**src/rtl/alu_arbiter.sv**
```systemverilog
// -----------------------------------------------------------------------------
// alu_arbiter
//
// Shares one external DATA_W-bit ALU (sub/add/mul/pass) between two
// requesters. A requester presents opcode and operands on a valid/ready
// request channel. The arbiter grants one requester round-robin, captures its
// operands and drives them to the ALU for one cycle. It registers the ALU
// result and then holds it on a valid/ready response channel until the owner
// accepts it.
//
// Ports
//   clk         in   system clock, rising edge
//   rst         in   asynchronous, active-high reset
//   req_valid   in   [1:0]   request valid, bit i = requester i
//   req_ready   out  [1:0]   request accept (at most one bit set)
//   req_op      in   [1:0][1:0]  opcode per requester: 00 a-b, 01 a+b,
//                                10 a*b (low bits), 11 pass b
//   req_a       in   [1:0][DATA_W-1:0]  operand a per requester
//   req_b       in   [1:0][DATA_W-1:0]  operand b per requester
//   rsp_valid   out  [1:0]   response valid, only the owner's bit
//   rsp_ready   in   [1:0]   response accept
//   rsp_data    out  [DATA_W-1:0]  registered ALU result
//   alu_d1      out  [DATA_W-1:0]  ALU operand 1 (captured a)
//   alu_d2      out  [DATA_W-1:0]  ALU operand 2 (captured b)
//   alu_option  out  [1:0]   ALU opcode (captured op)
//   alu_result  in   [DATA_W-1:0]  combinational ALU result
//   busy        out  high whenever an operation is in flight
// -----------------------------------------------------------------------------
module alu_arbiter #(
    parameter int DATA_W = 8
) (
    input  logic                   clk,
    input  logic                   rst,
    input  logic [1:0]             req_valid,
    output logic [1:0]             req_ready,
    input  logic [1:0][1:0]        req_op,
    input  logic [1:0][DATA_W-1:0] req_a,
    input  logic [1:0][DATA_W-1:0] req_b,
    output logic [1:0]             rsp_valid,
    input  logic [1:0]             rsp_ready,
    output logic [DATA_W-1:0]      rsp_data,
    output logic [DATA_W-1:0]      alu_d1,
    output logic [DATA_W-1:0]      alu_d2,
    output logic [1:0]             alu_option,
    input  logic [DATA_W-1:0]      alu_result,
    output logic                   busy
);

    typedef enum logic [1:0] {
        IDLE = 2'd0,
        EXEC = 2'd1,
        RESP = 2'd2
    } state_t;

    state_t              state_q, state_d;
    logic                owner_q, owner_d;
    logic                last_q,  last_d;
    logic [1:0]          op_q,    op_d;
    logic [DATA_W-1:0]   a_q,     a_d;
    logic [DATA_W-1:0]   b_q,     b_d;
    logic [DATA_W-1:0]   res_q,   res_d;

    // Round-robin winner among the currently valid requesters. When both are
    // valid, the one that did not win last time goes first.
    logic win_vld;
    logic win_idx;

    always_comb begin
        win_vld = 1'b0;
        win_idx = 1'b0;
        case (req_valid)
            2'b01: begin
                win_vld = 1'b1;
                win_idx = 1'b0;
            end
            2'b10: begin
                win_vld = 1'b1;
                win_idx = 1'b1;
            end
            2'b11: begin
                win_vld = 1'b1;
                win_idx = ~last_q;
            end
            default: begin
                win_vld = 1'b0;
                win_idx = 1'b0;
            end
        endcase
    end

    // Next-state and output decode
    always_comb begin
        state_d   = state_q;
        owner_d   = owner_q;
        last_d    = last_q;
        op_d      = op_q;
        a_d       = a_q;
        b_d       = b_q;
        res_d     = res_q;
        req_ready = 2'b00;
        rsp_valid = 2'b00;

        case (state_q)
            IDLE: begin
                // Ready is masked while reset is held so no grant is ever
                // advertised during reset.
                if (win_vld && !rst) begin
                    req_ready[win_idx] = 1'b1;
                    owner_d            = win_idx;
                    last_d             = win_idx;
                    op_d               = req_op[win_idx];
                    a_d                = req_a[win_idx];
                    b_d                = req_b[win_idx];
                    state_d            = EXEC;
                end
            end
            EXEC: begin
                // Operands have been stable on the ALU for the whole cycle.
                res_d   = alu_result;
                state_d = RESP;
            end
            RESP: begin
                rsp_valid[owner_q] = 1'b1;
                if (rsp_ready[owner_q]) begin
                    state_d = IDLE;
                end
            end
            default: begin
                state_d = IDLE;
            end
        endcase
    end

    // State and capture registers
    always_ff @(posedge clk or posedge rst) begin
        if (rst) begin
            state_q <= IDLE;
            owner_q <= 1'b0;
            last_q  <= 1'b1;
            op_q    <= 2'b11;
            a_q     <= '0;
            b_q     <= '0;
            res_q   <= '0;
        end else begin
            state_q <= state_d;
            owner_q <= owner_d;
            last_q  <= last_d;
            op_q    <= op_d;
            a_q     <= a_d;
            b_q     <= b_d;
            res_q   <= res_d;
        end
    end

    // The ALU only ever sees captured values, never the live request inputs.
    assign alu_d1     = a_q;
    assign alu_d2     = b_q;
    assign alu_option = op_q;
    assign rsp_data   = res_q;
    assign busy       = (state_q != IDLE);

endmodule

```
**config.mk**
```make
export PLATFORM = sky130hd
export DESIGN_NAME = alu_arbiter
export DESIGN_NICKNAME = d
export VERILOG_FILES = /design/src/rtl/alu_arbiter.sv
export SDC_FILE = /design/constraint.sdc
export NUM_CORES = 1
export LEC_CHECK = 0
export CORE_AREA = 2 2 63 65
export CTS_CLUSTER_DIAMETER = 100
export DETAILED_ROUTE_END_ITERATION = 8
export DIE_AREA = 0 0 65 67
export PLACE_DENSITY = 0.89
export RECOVER_POWER = 25
export SETUP_SLACK_MARGIN = 0.15
export SLEW_MARGIN = 20
export SYNTH_ARGS = -nofsm -noshare
export SYNTH_HDL_FRONTEND = slang
export SYNTH_SLANG_ARGS = --single-unit
```
**constraint.sdc**
```tcl
create_clock -name clk -period 2.65 [get_ports clk]
set_clock_uncertainty 0.05 [all_clocks]
set_input_delay 0.3975 -clock clk [delete_from_list [all_inputs] [get_ports clk]]
set_output_delay 0.3975 -clock clk [all_outputs]
set_load 0.01 [all_outputs]
```
==> results.py <==
metrics = {
    "run_status": {
        "status": "completed",
    },
    "grt": {
        "antenna_found_initial": 0,
        "grt_pass1_wl_mm": 5.920,
        "grt_pass1_vias": 1325,
        "grt_max_degree": 19,
        "globalRouteTotalUtil_pct": 18.37,
        "overflow": 0,
    },
    "logic_synthesis": {
        "yosysTopAreaCellShare_pct": 47.12,
        "synth.most_common_cell": "dfrtp_1",
        "synth.largest_area_cell": "dfrtp_1",
        "yosys_warnings": 0,
        "synth.yosys.seq_area_share_pct": 52.62,
        "ys_top_cells_by_area": "dfrtp_1 (47%), a221o_1 (13%), nor3_2 (6.3%)",
        "syn_nets": 173,
        "yosys_most_used_dff": "dfrtp_1",
        "async_flop_share_pct": 100.0,
        "synth_area_sq_mm": 0.001434,
        "syn_avg_cell_area_sq_um": 11.66,
        "synth_common_cells": "dfrtp_1 (27), nand2_1 (19), a221o_1 (18)",
        "synthCells": 123,
        "synth.distinct_cells": 25,
        "ys_seq_elements": 30,
        "synth_edf_count": 0,
    },
    "sta": {
        "setup_tns_ns": 0,
        "tightest_slew_ns": 0.7887,
        "final_max_slew_viol_count": 0,
        "max_freq_ghz": 0.4189,
        "finalCritPeriodShare_pct": 90.08,
        "rsz0062_at_grt": "no",
        "finalHoldViolCount": 0,
        "finalCriticalPeriod_ns": 2.387,
        "setup_viol": 0,
        "whs_ns": 0.4325,
        "slew_headroom_pct": 47.42,
    },
    "hold_path": {
        "hold_class": "flip-flop to flip-flop",
        "hp-start": "last_q",
        "holdPathEnd": "last_q",
        "hold_depth": 2,
    },
    "cells_and_area": {
        "fin_nets": 258,
        "drive_gt1_share_pct": 16.75,
        "stdcell_count": 257,
        "area_growth_syn_to_layout_pct": 65.45,
        "fillCellCount": 290,
        "n_antenna_cell": 0,
    },
    "job": {
        "max_cap_violations": 0,
    },
    "placement": {
        "gp_congestion": 0.7789,
        "portBuffers": 80,
        "hpwl_mm": 2.836,
        "placed_cells": 249,
    },
    "power": {
        "irDropWorstVdd_mv": 0.4702,
        "p_leak_nw": 0.9980,
        "p_per_area_mw_per_mm2": 962.7,
        "post-layout-total-power_w": 0.002284,
    },
    "routing": {
        "ant_nets": 0,
        "wl_per_cell_um": 14.33,
        "vias_per_cell": 4.973,
        "vias": 1278,
        "drc_errors": 0,
        "wl_mm": 3.684,
        "drtIter0Drc": 29,
        "first_pass_iters": 4,
    },
    "setup_path": {
        "ff2ff_setup_slack_ns": 1.10,
        "crit_arrival_ns": 1.94,
        "critPathKind": "primary input to output pin",
        "cp-start-kind": "primary input",
        "ff2ff_path_depth": 4,
        "critPathCaptureType": "output pin",
        "crit_start": "rst",
        "cp.required_ns": 2.20,
        "rr_startpoint": "state_q[1]",
        "cp_max_fo": 3,
        "r2r-end": "alu_option[0]",
    },
    "floorplanning": {
        "num_rows": 22,
        "start_util_pct": 39.76,
        "die_area_sq_mm": 0.004355,
        "die_h_um": 67,
        "coreArea_sq_mm": 0.003606,
        "ios": 81,
        "die_w_um": 65,
    },
    "cts": {
        "cts.clk_slew.worst_paths_ns": 0.06,
        "root_buffer": "clkbuf_8",
        "cts_buffers": 5,
        "tritoncts": "done",
        "htreeDepth": 2,
        "cts_buffer_depth": 2,
        "clock-sinks": 30,
        "insertion_delay_ns": 0.27,
        "cts_hold_buf": 0,
    },
}
-- flip-flops by register name, indices dropped and copies added, names as in the netlist --
signal	flops
alu_d1	8
alu_d2	8
rsp_data	8
alu_option	2
state_q	2
last_q	1
owner_q	1
-- final cells by class --
type | instances | area (sq um) | area share [%]
Inverter | 4 | 15.01 | 0.6329
Sequential cell | 30 | 754.5 | 31.80
Tap cell | 48 | 60.06 | 2.532
Multi-Input combinational cell | 78 | 588.1 | 24.79
Timing Repair Buffer | 89 | 863.3 | 36.39
Clock buffer | 7 | 86.33 | 3.639
Clock inverter | 1 | 5.005 | 0.2110
-- critical path, stage by stage --
cell and delay, ns:
dlygate4sd3_1 0.59, nor3_1 0.18, and3_1 0.23, clkdlybuf4s50_1 0.55
-- kinds of logic (layout without fill, tap and decap cells) --
logic type | count (synthesis) | count (layout) | synth area share, %
compound gates | 22 | 22 | 14.48
mux | 9 | 9 | 7.068
simple gates | 47 | 47 | 19.29
flops | 30 | 30 | 52.62
buf+inv | 15 | 101 | 6.544
-- routing by layer --
metal,wire length [um],global-route usage [%],vias up
li1,-,-,615
met1,1470,20.79,610
met2,1942,33.63,49
met3,222,3.041,4
met4,49,8.511,0
met5,0,0,-
-- cells in the final DEF, fill, tap and decap left out, types with 2 or more instances in the layout --
| master | synthesis | routed |
|---|---|---|
| clkbuf_8 | 0 | 6 |
| a221o_1 | 18 | 18 |
| buf_4 | 2 | 7 |
| nor2_1 | 2 | 2 |
| nand2_1 | 19 | 19 |
| inv_1 | 4 | 4 |
| dfstp_2 | 3 | 3 |
| mux2_1 | 5 | 5 |
| mux2_2 | 4 | 4 |
| nor3_1 | 10 | 10 |
| clkdlybuf4s50_1 | 0 | 78 |
| clkbuf_1 | 2 | 3 |
| dfrtp_1 | 27 | 27 |
| a21oi_2 | 2 | 2 |
| nor3_2 | 9 | 9 |
-- where the power goes --
group,switching [W],internal [W],leakage [nW],total (W)
Combinational,0.000431,0.000667,0.590,0.00110
Clock,0.000152,0.000209,0.0482,0.000361
Sequential,0.000130,0.000693,0.360,0.000824
-- how the worst max path moves through the flow --
stage | to | slack [ns] | cells past startpoint
5_1_grt | req_ready[1] | 0.14 | 4
2_1_floorplan | req_ready[0] | 0.90 | 4
3_3_place_gp | req_ready[0] | 0.20 | 4
6_report | req_ready[1] | 0.26 | 4
4_1_cts | req_ready[0] | 0.16 | 4
3_5_place_dp | req_ready[0] | 0.17 | 4
-- per-stage QoR --
stage,setup slack [ns],instance area [sq um],utilization [%]
2_1_floorplan,0.8992,1434,-
3_3_place_gp,0.2008,2286,63.39
3_5_place_dp,0.1714,2286,63.39
4_1_cts,0.1649,2377,65.93
5_1_grt,0.1414,2372,65.79
6_report,0.2628,2372,65.79
-- what timing repair did --
action | 4_1_cts | 5_1_grt
resized for setup | 0 | 1
setup endpoints to repair | 0 | 1
hold endpoints to repair | 0 | 0
buffers inserted | 0 | 0
Power figures use the tool's default switching activity.
